--- src/rtl/mmio_peripherals_pkg.sv ---
// Shared definitions for the MMIO peripheral window: register offsets,
// reset values and the seven-segment pattern table.
package mmio_peripherals_pkg;

    // Word offsets inside the 32-byte window (A[4:2])
    typedef enum logic [2:0] {
        OFF_SW     = 3'd0,
        OFF_BTN    = 3'd1,
        OFF_IPIN   = 3'd2,
        OFF_LED    = 3'd3,
        OFF_OPIN   = 3'd4,
        OFF_HEXVAL = 3'd5,
        OFF_HEXDOT = 3'd6,
        OFF_HEXEN  = 3'd7
    } reg_off_e;

    localparam logic [15:0] LED_RST    = 16'h0000;
    localparam logic [3:0]  OPIN_RST   = 4'h0;
    localparam logic [15:0] HEXVAL_RST = 16'h0000;
    localparam logic [3:0]  HEXDOT_RST = 4'h0;
    localparam logic [3:0]  HEXEN_RST  = 4'hF;

    // Active-low segment patterns {g,f,e,d,c,b,a} for hex digits 0..F
    localparam logic [6:0] SEG_TABLE [16] = '{
        7'h40, 7'h79, 7'h24, 7'h30, 7'h19, 7'h12, 7'h02, 7'h78,
        7'h00, 7'h10, 7'h08, 7'h03, 7'h46, 7'h21, 7'h06, 7'h0E
    };

    function automatic logic [6:0] segDecode(input logic [3:0] nibble);
        return SEG_TABLE[nibble];
    endfunction

endpackage

--- src/rtl/mmio_peripherals_if.sv ---
// Memory-decoder side of the peripheral window: offset, write data,
// write enable and the combinational read data returned to the core.
interface mmio_peripherals_if;
    logic [4:0]  A;
    logic [31:0] WD;
    logic        WE;
    logic [31:0] RD;

    modport master (output A, output WD, output WE, input RD);
    modport slave  (input A, input WD, input WE, output RD);
endinterface

--- src/rtl/mmio_peripherals_sevenseg_scan.sv ---
// Four-digit multiplexed seven-segment driver: a slot counter steps the
// digit index, and the selected nibble, dot and anode are driven active-low.
module sevenseg_scan #(
    parameter int SCAN_DIV = 100000
) (
    input  logic        clk,
    input  logic        rst,
    input  logic [15:0] hexVal_i,
    input  logic [3:0]  hexDot_i,
    input  logic [3:0]  hexEn_i,
    output logic [6:0]  hex_o,
    output logic        hex_dot_o,
    output logic [3:0]  hex_sel_o
);
    import mmio_peripherals_pkg::*;

    localparam int CW = (SCAN_DIV > 1) ? $clog2(SCAN_DIV) : 1;
    localparam logic [CW-1:0] SCAN_LAST = CW'(SCAN_DIV - 1);

    logic [CW-1:0] scanCnt_q, scanCnt_d;
    logic [1:0]    digitIdx_q, digitIdx_d;
    logic [3:0]    nibble;

    // Slot counter wraps at terminal count and moves on to the next digit
    always_comb begin
        scanCnt_d  = scanCnt_q + CW'(1);
        digitIdx_d = digitIdx_q;
        if (scanCnt_q == SCAN_LAST) begin
            scanCnt_d  = '0;
            digitIdx_d = digitIdx_q + 2'd1;
        end
    end

    // Scan state register; reset restarts on the rightmost digit
    always_ff @(posedge clk) begin
        if (rst) begin
            scanCnt_q  <= '0;
            digitIdx_q <= 2'd0;
        end else begin
            scanCnt_q  <= scanCnt_d;
            digitIdx_q <= digitIdx_d;
        end
    end

    // Drive segments, dot and a single low anode (or none if the digit is off)
    always_comb begin
        nibble    = hexVal_i[{digitIdx_q, 2'b00} +: 4];
        hex_o     = segDecode(nibble);
        hex_dot_o = ~hexDot_i[digitIdx_q];
        hex_sel_o = 4'hF;
        if (hexEn_i[digitIdx_q]) begin
            hex_sel_o = ~(4'b0001 << digitIdx_q);
        end
    end

endmodule

--- src/rtl/mmio_peripherals.sv ---
// MMIO peripheral block at byte 0x800: synchronized switch/button/pin
// inputs, LED and output-pin registers, and the seven-segment display.
// Optional macro BTN_DEBOUNCE_EN adds a per-button debounce counter.
module mmio_peripherals #(
    parameter int SCAN_DIV   = 100000,
    parameter int DEB_CYCLES = 65536
) (
    input  logic                      clk,
    input  logic                      rst,
    mmio_peripherals_if.slave         bus,
    input  logic [15:0]               sw,
    input  logic [4:0]                btn,
    input  logic [3:0]                ipin,
    output logic [15:0]               led,
    output logic [3:0]                opin,
    output logic [6:0]                hex,
    output logic                      hex_dot,
    output logic [3:0]                hex_sel
);
    import mmio_peripherals_pkg::*;

    logic [15:0] swMeta_q, swSync_q;
    logic [4:0]  btnMeta_q, btnSync_q;
    logic [3:0]  ipinMeta_q, ipinSync_q;
    logic [4:0]  btnVal;

    logic [15:0] led_q, led_d;
    logic [3:0]  opin_q, opin_d;
    logic [15:0] hexVal_q, hexVal_d;
    logic [3:0]  hexDot_q, hexDot_d;
    logic [3:0]  hexEn_q, hexEn_d;

    // Byte-lane bits and upper write data are intentionally dropped
    logic unusedBits;
    assign unusedBits = ^{bus.A[1:0], bus.WD[31:16]};

    // Two-flop synchronizers for all asynchronous inputs
    always_ff @(posedge clk) begin
        if (rst) begin
            swMeta_q   <= '0;
            swSync_q   <= '0;
            btnMeta_q  <= '0;
            btnSync_q  <= '0;
            ipinMeta_q <= '0;
            ipinSync_q <= '0;
        end else begin
            swMeta_q   <= sw;
            swSync_q   <= swMeta_q;
            btnMeta_q  <= btn;
            btnSync_q  <= btnMeta_q;
            ipinMeta_q <= ipin;
            ipinSync_q <= ipinMeta_q;
        end
    end

`ifdef BTN_DEBOUNCE_EN
    localparam int DW = $clog2(DEB_CYCLES + 1);
    localparam logic [DW-1:0] DEB_LAST = DW'(DEB_CYCLES - 1);

    logic [4:0]    btnRep_q, btnRep_d;
    logic [DW-1:0] debCnt_q [5];
    logic [DW-1:0] debCnt_d [5];

    // Accept a button change only after it has persisted; any glitch back clears the count
    always_comb begin
        btnRep_d = btnRep_q;
        for (int i = 0; i < 5; i++) begin
            debCnt_d[i] = '0;
            if (btnSync_q[i] != btnRep_q[i]) begin
                if (debCnt_q[i] == DEB_LAST) begin
                    btnRep_d[i] = btnSync_q[i];
                end else begin
                    debCnt_d[i] = debCnt_q[i] + DW'(1);
                end
            end
        end
    end

    // Debounce state register
    always_ff @(posedge clk) begin
        if (rst) begin
            btnRep_q <= '0;
            for (int i = 0; i < 5; i++) debCnt_q[i] <= '0;
        end else begin
            btnRep_q <= btnRep_d;
            for (int i = 0; i < 5; i++) debCnt_q[i] <= debCnt_d[i];
        end
    end

    assign btnVal = btnRep_q;
`else
    assign btnVal = btnSync_q;
`endif

    // Decode a write into the addressed RW register; RO offsets are ignored
    always_comb begin
        led_d    = led_q;
        opin_d   = opin_q;
        hexVal_d = hexVal_q;
        hexDot_d = hexDot_q;
        hexEn_d  = hexEn_q;
        if (bus.WE) begin
            case (reg_off_e'(bus.A[4:2]))
                OFF_LED:    led_d    = bus.WD[15:0];
                OFF_OPIN:   opin_d   = bus.WD[3:0];
                OFF_HEXVAL: hexVal_d = bus.WD[15:0];
                OFF_HEXDOT: hexDot_d = bus.WD[3:0];
                OFF_HEXEN:  hexEn_d  = bus.WD[3:0];
                default:    ;
            endcase
        end
    end

    // Writable register bank
    always_ff @(posedge clk) begin
        if (rst) begin
            led_q    <= LED_RST;
            opin_q   <= OPIN_RST;
            hexVal_q <= HEXVAL_RST;
            hexDot_q <= HEXDOT_RST;
            hexEn_q  <= HEXEN_RST;
        end else begin
            led_q    <= led_d;
            opin_q   <= opin_d;
            hexVal_q <= hexVal_d;
            hexDot_q <= hexDot_d;
            hexEn_q  <= hexEn_d;
        end
    end

    // Read mux reflects current register state, so a same-cycle write reads back old data
    always_comb begin
        bus.RD = '0;
        case (reg_off_e'(bus.A[4:2]))
            OFF_SW:     bus.RD = 32'(swSync_q);
            OFF_BTN:    bus.RD = 32'(btnVal);
            OFF_IPIN:   bus.RD = 32'(ipinSync_q);
            OFF_LED:    bus.RD = 32'(led_q);
            OFF_OPIN:   bus.RD = 32'(opin_q);
            OFF_HEXVAL: bus.RD = 32'(hexVal_q);
            OFF_HEXDOT: bus.RD = 32'(hexDot_q);
            OFF_HEXEN:  bus.RD = 32'(hexEn_q);
            default:    bus.RD = '0;
        endcase
    end

    assign led  = led_q;
    assign opin = opin_q;

    sevenseg_scan #(
        .SCAN_DIV(SCAN_DIV)
    ) u_scan (
        .clk       (clk),
        .rst       (rst),
        .hexVal_i  (hexVal_q),
        .hexDot_i  (hexDot_q),
        .hexEn_i   (hexEn_q),
        .hex_o     (hex),
        .hex_dot_o (hex_dot),
        .hex_sel_o (hex_sel)
    );

endmodule

--- src/flat_wrapper.sv ---
// flat-port wrapper written by rule: the top's interface ports become plain ports
module mmio_peripherals_flat import mmio_peripherals_pkg::*;
#(
    parameter int SCAN_DIV   = 100000,
    parameter int DEB_CYCLES = 65536
)
  (clk, rst, sw, btn, ipin, led, opin, hex, hex_dot, hex_sel, bus_A, bus_WD, bus_WE, bus_RD);
  mmio_peripherals_if bus_i ();
  input  logic clk;
  input  logic rst;
  input  logic [15:0] sw;
  input  logic [4:0] btn;
  input  logic [3:0] ipin;
  output logic [15:0] led;
  output logic [3:0] opin;
  output logic [6:0] hex;
  output logic hex_dot;
  output logic [3:0] hex_sel;
  input wire logic [$bits(bus_i.A)-1:0] bus_A;
  input wire logic [$bits(bus_i.WD)-1:0] bus_WD;
  input wire logic [$bits(bus_i.WE)-1:0] bus_WE;
  output wire logic [$bits(bus_i.RD)-1:0] bus_RD;
  assign bus_i.A = bus_A;
  assign bus_i.WD = bus_WD;
  assign bus_i.WE = bus_WE;
  assign bus_RD = bus_i.RD;
  mmio_peripherals #(.SCAN_DIV(SCAN_DIV), .DEB_CYCLES(DEB_CYCLES)) u_core (.clk(clk), .rst(rst), .bus(bus_i), .sw(sw), .btn(btn), .ipin(ipin), .led(led), .opin(opin), .hex(hex), .hex_dot(hex_dot), .hex_sel(hex_sel));
endmodule
--- config.mk ---
export PLATFORM = sky130hd
export DESIGN_NAME = mmio_peripherals_flat
export DESIGN_NICKNAME = d
export VERILOG_FILES = /design/src/rtl/mmio_peripherals_pkg.sv /design/src/rtl/mmio_peripherals_if.sv /design/src/rtl/mmio_peripherals_sevenseg_scan.sv /design/src/rtl/mmio_peripherals.sv /design/src/flat_wrapper.sv
export SDC_FILE = /design/constraint.sdc
export NUM_CORES = 1
export LEC_CHECK = 0
export ABC_AREA = 1
export CORE_MARGIN = 2
export CORE_UTILIZATION = 44
export DETAILED_ROUTE_END_ITERATION = 8
export GPL_ROUTABILITY_DRIVEN = 0
export PLACE_DENSITY_LB_ADDON = 0.05
export SLEW_MARGIN = 20
export SYNTH_ARGS = -nofsm -noshare
export SYNTH_HDL_FRONTEND = slang
export SYNTH_SLANG_ARGS = --single-unit
--- constraint.sdc ---
create_clock -name clk -period 1.75 [get_ports clk]
set_input_delay 0.35 -clock clk [delete_from_list [all_inputs] [get_ports clk]]
set_output_delay 0.35 -clock clk [all_outputs]
set_load 0.02 [all_outputs]
======== Word level (Yosys, flattened, before mapping) ========
Memories as Yosys holds them, arrays and structs flattened.
Index checks and enable logic that the tools add are counted.
word-level totals
  memories ................................ 1
  flip-flop bits (word level) ............. 113
  bits in read-only memories .............. 112
  bits of input ports ..................... 65
  logic and storage cells ................. 46
cells by class
  eq/ne operators ......................... 8
  shift operators ......................... 2
  order comparisons ....................... 2
  add/sub/neg operators ................... 2
  bitwise operators ....................... 3
  multiplexer cells ....................... 8
  reductions and logical operators ........ 7
memories
  name             depth  width  read ports  clocked after memory_dff  wr ports  RTL line                    source
  (no name shown)  16     7      1           0                         0         mmio_peripherals_pkg.sv:30  return SEG_TABLE[nibble];
operator list
  kind                     count
  $pmux W32 S8             1
  $add A17 B1 Y17 const B  1
  $eq A17 B17 Y1 const B   1
  $shiftx A16 B5 Y4        1
  $mux W7                  2
  $eq A3 B3 Y1 const B     4
  $reduce_and A2 Y1        5
  $eq A3 B2 Y1 const B     2
  $ge A5 B5 Y1 const B     1
  $not A4 Y5               1
  $bmux W1 S2              2
  $mux W4                  1
  $not A4 Y4               1
  $shl A1 B2 Y4 const A    1
  $eq A3 B1 Y1 const B     1
  $logic_not A3 Y1         1
  $lt A2 B3 Y1 const B     1
  $add A2 B1 Y2 const B    1
  $mux W1                  2
  $reduce_or A2 Y1         1
  $not A1 Y1               1

======== Depth between registers and ports, before layout ========
  word-level depth ........................ 5
  mapped depth ............................ 11
  mapped depth without buffers ............ 10

======== Cells and area by module ========
Synthesis repeated with hierarchy kept, for this count alone.
unflattened totals
  cell total of the unflattened synthesis .. 773
  area total of the unflattened synthesis .. 5367.6 um^2
modules (own cells, without submodules)
  module            sequential area each (um^2)  cells each  instances  area each (um^2)
  mmio_peripherals  1881.8                       533         1          3808.7
  sevenseg_scan     380.4                        240         1          1559.0

======== Worst setup path before layout ========
OpenSTA, ideal clock, no wires.
  kind .................................... register -> output
  start point ............................. register u_core.u_scan.digitIdx_q[0]
  end point ............................... output port hex[2]
  arrival time ............................ 1677 ps
  stages on the path, launching flop included .. 10
  data required time ...................... 1400 ps
  slack ................................... -277 ps
  cells stage by stage .................... dfxtp_1 inv_1 buf_2 nand2_1 nand3_1 nand2_1 inv_1 ha_1 nand2_1 o21ai_0
on the way
  longest elaborated chain between the ends .. 5
ends and longest elaborated chain
  what                                        RTL line                              source
  start: declaration                          mmio_peripherals_sevenseg_scan.sv:21  logic [1:0] digitIdx_q, digitIdx_d;
  start signal: assignment                    mmio_peripherals_sevenseg_scan.sv:41  digitIdx_q <= digitIdx_d;
  $shiftx A16 B5 Y4                           mmio_peripherals_sevenseg_scan.sv:47  nibble = hexVal_i[{digitIdx_q, 2'b00} +: 4];
  $not A4 Y5 (not written as such)            mmio_peripherals_pkg.sv:30
  $mem_v2 Z16 W7                              -
  $mux W7 (not written as such) (2 in a row)  mmio_peripherals_pkg.sv:30
  end: declaration                            flat_wrapper.sv:16                    output logic [6:0] hex;
Every way passes these cells. The select of a mux whose other input is x is not followed.

======== Worst setup path after layout ========
  start point ............................. register u_core.u_scan.digitIdx_q[0]
  end point ............................... output port hex[0]
Same word-level chain as after synthesis.

==> qor_table.md <==
| Group | Item | Reported |
|:---|:---|:---|
| worst setup path | Worst reg2reg path depth | 6 |
| sta | Worst hold margin | 0.113 ns |
| floorplanning | Initial Utilization | 45.3% |
| cells and area | Number of standard cells in the layout, taps in and fillers out | 1002 |
| synthesis | Top_reg_cell synth | sky130_fd_sc_hd__dfxtp_1 |
| sta | Unrepaired setup endpoints after global routing | true |
| global route | Overflow after GRT | 0 |
| sta | Achievable clock frequency | 441 MHz |
| cells and area | Filler cells | 868 |
| drt | Average wire per cell in the routed design | 12.7 um |
| drt | Number of design rule violations left after detail routing | 0 |
| synthesis | Sequential fraction of the synthesis area | 45.9% |
| synthesis | Post-synthesis instance area | 0.00493 sq mm |
| drt | DR vias | 4724 |
| cells and area | Total number of nets in the final design | 926 |
| drt | Post-route antenna net violation count | 0 |
| drt | Number of design-rule violations left by the first detailed-router iteration | 276 |
| drt | Final wirelength | 12.7 mm |
| clocking | Count of clock tree sinks | 113 |
| worst setup path | Crit path kind | flip-flop to primary output |
| sta | Final setup margin | -0.516 ns |
| sta | Setup violations, final | 16 |
| sta | Total negative slack | -5.43 ns |
| worst setup path | Arrival time at the worst endpoint | 1.92 ns |
| clocking | Clock buffer depth | 2 |
| run status | Outcome | complete, but fails checks |
| power and ir drop | PwrDens | 897 mW/mm^2 |
| floorplanning | Die area | 0.0121 sq mm |
| synthesis | Cells after synthesis | 691 |
| synthesis | Average cell area after synthesis | 7.13 sq um |
| placement | Post-DP HPWL | 8.78 mm |
| placement | Port Buf Inserts | 94 |
| worst setup path | FF-to-FF Start | u_core.u_scan.scanCnt_q[0] |
| global route | Antenna violations before repair | 0 |
| floorplanning | Die height | 110 um |
| sta | Slew Limit Fails | 0 |
| synthesis | Yosys warning total | 0 |
| clocking | Clock-pin slew on the worst setup and hold paths | 0.06 ns |
| cells and area | Most common cell after layout, fill and taps aside | sky130_fd_sc_hd__inv_1 |
| cells and area | Layout cell share with drive strength beyond 1 | 29.0% |
| clocking | Clock root cell | sky130_fd_sc_hd__clkbuf_8 |
| sta | Hold Vio Cnt, Final | 0 |
| worst setup path | Worst setup slack for register-to-register paths | 0.27 ns |
| placement | Worst setup slack before clock tree synthesis | -0.887 ns |
| clocking | Clock network latency to the later pin of the worst-skew pair | 0.52 ns |
| drt | Vias/cell | 4.71 |
| cells and area | Area growth from synthesis to layout | 53.5% |
| synthesis | Fraction of registers with async set/reset | 0% |
| clocking | Number of buffers added to fix hold violations after cts | 0 |
| synthesis | EDFF count, synth | 0 |
| floorplanning | Core area | 0.0109 sq mm |
| worst setup path | Type of element launching the critical path | flip-flop |
| clocking | TritonCTS clock tree | built |
| sta | Clock skew | 0.00726 ns |
| floorplanning | Die width | 110 um |
| clocking | CTS H-tree depth | 4 |
| power and ir drop | Power after layout | 6.79 mW |
| drt | First drt pass iteration count | 6 |
| synthesis | Unique cell type count in the Yosys netlist | 26 |
| worst setup path | Maximum fanout count along the critical path | 7 |
| power and ir drop | Leakage | 3.35 nW |
| worst setup path | Worst endpoint required time | 1.40 ns |
| run status | Failing checks | setup timing |
| floorplanning | Cell row count | 38 |
| global route | GRT Total Usage | 22.2% |
| sta | Min Clock Period, post-route | 2.27 ns |
| worst setup path | Critical register-to-register path endpoint | u_core.u_scan.scanCnt_q[12] |
| global route | Largest net degree at the start of global routing | 52 |
| global route | Wire length of the first global-routing pass | 20.5 mm |
| placement | Placed instance area | 0.00639 sq mm |
| power and ir drop | Largest vdd supply drop | 0.000705 V |
| cells and area | Highest-count cells in the layout ignoring fill and taps | 103 x sky130_fd_sc_hd__inv_1, 98 x sky130_fd_sc_hd__nor2_1, 96 x sky130_fd_sc_hd__dfxtp_1, 95 x sky130_fd_sc_hd__nand2_1, 56 x sky130_fd_sc_hd__buf_4 |
| worst setup path | CP startpoint | u_core.u_scan.digitIdx_q[0] |
| global route | Via count of the first global-routing pass | 4466 |
| worst setup path | CP endpoint kind | primary output |
| cells and area | Cell area after layout | 0.00757 sq mm |
| synthesis | #FFs+latches synth | 113 |
| run | Number of max-capacitance violations reported | 0 |
| cells and area | Diodes inserted | 0 |
| sta | Final worst path period share | 130% |
| worst setup path | End of the critical path | hex[0] |
| floorplanning | Number of top-level design ports | 129 |
| cells and area | End-of-flow core utilization | 69.5% |
| placement | Cell count after placement | 960 |
| min path | Hold Crit Class | input port to flip-flop |
| clocking | TritonCTS buffer count | 17 |
==> how the worst min path moves through the flow <==
stage / startpoint / endpoint / cells after the start
2_1_floorplan: u_core.btnMeta_q[0] / u_core.btnSync_q[0] / 2
3_3_place_gp: u_core.swMeta_q[11] / u_core.swSync_q[11] / 2
3_5_place_dp: u_core.swMeta_q[14] / u_core.swSync_q[14] / 2
4_1_cts: rst / u_core.hexEn_q[0] / 3
5_1_grt: rst / u_core.hexEn_q[2] / 3
6_report: rst / u_core.hexEn_q[2] / 3
==> report_power, final <==
| group | internal (mW) | switching [mW] |
|---|---|---|
| combinational | 0.327 | 0.388 |
| sequential | 2.67 | 0.0393 |
| clock | 2.16 | 1.20 |
==> worst max-delay path, cell delays in order (launching register included) <==
cell,delay (ns)
sky130_fd_sc_hd__dfxtp_4,0.42
sky130_fd_sc_hd__inv_6,0.06
sky130_fd_sc_hd__nand2_2,0.07
sky130_fd_sc_hd__nand3_4,0.10
sky130_fd_sc_hd__nand2_8,0.12
sky130_fd_sc_hd__inv_4,0.06
sky130_fd_sc_hd__ha_4,0.17
sky130_fd_sc_hd__nand2_2,0.08
sky130_fd_sc_hd__nand2_1,0.07
sky130_fd_sc_hd__nand2_2,0.06
sky130_fd_sc_hd__nand2_2,0.05
sky130_fd_sc_hd__buf_6,0.12
==> sequential cells by signal, indices dropped and copies added (netlist names) <==
| signal | flops |
|---|---|
| u_core.btnMeta_q | 5 |
| u_core.led | 16 |
| u_core.hexEn_q | 4 |
| u_core.btnSync_q | 5 |
| u_core.ipinSync_q | 4 |
| u_core.swMeta_q | 16 |
| u_core.hexDot_q | 4 |
| u_core.hexVal_q | 16 |
| u_core.swSync_q | 16 |
| u_core.opin | 4 |
| u_core.u_scan.scanCnt_q | 17 |
| u_core.u_scan.digitIdx_q | 2 |
| u_core.ipinMeta_q | 4 |
==> layout make-up <==
type                       count  area [sq um]  area share [%]
multi-input combinational    425          2450            32.3
sequential                   113          2290            30.2
timing repair buffer         165          1570            20.8
inverter                     128           508            6.71
clock buffer                  18           418            5.52
tap                          140           175            2.31
clock inverter                13           163            2.15
==> routing by layer <==
layer / global-route usage [%] / vias up / part of all wire [%]
met5: 0 / - / 0
met4: 8.23 / 0 / 1.3
met3: 7.41 / 15 / 5.5
met2: 38.1 / 122 / 51
met1: 25.7 / 2142 / 42
li1: - / 2445 / -
==> kinds of logic after synthesis <==
group           count (synthesis)  synth area share [%]
simple gates                  268                  22.0
flops                         113                  45.9
other cells                     1                0.0761
xor+xnor                        8                  1.42
compound gates                122                  13.5
fa+ha+maj                      11                  2.79
buf+inv                       168                  14.3
==> synth_stat cells (4+ instances only) <==
cell | count | share of area, %
sky130_fd_sc_hd__nor2_1 | 101 | 7.7
sky130_fd_sc_hd__xor2_1 | 7 | 1.2
sky130_fd_sc_hd__dfxtp_1 | 113 | 46
sky130_fd_sc_hd__a21oi_1 | 54 | 5.5
sky130_fd_sc_hd__o221ai_1 | 11 | 2.0
sky130_fd_sc_hd__ha_1 | 11 | 2.8
sky130_fd_sc_hd__nand3_1 | 33 | 3.4
sky130_fd_sc_hd__buf_2 | 10 | 1.0
sky130_fd_sc_hd__inv_1 | 125 | 9.5
sky130_fd_sc_hd__buf_4 | 17 | 2.6
sky130_fd_sc_hd__o21ai_1 | 4 | 0.41
sky130_fd_sc_hd__clkbuf_1 | 13 | 0.99
sky130_fd_sc_hd__o21ai_0 | 47 | 4.8
sky130_fd_sc_hd__nand2_1 | 122 | 9.3
sky130_fd_sc_hd__nand4_1 | 5 | 0.63
==> timing repair <==
| item | CTS | global route |
|---|---|---|
| gates resized for setup | 290 | 76 |
| cloned | 2 | 0 |
| endpoints found under the setup margin | 48 | 28 |
| setup buffers | 10 | 2 |
| pin swaps | 29 | 28 |
Note: power is estimated with default switching activity, not from simulation.
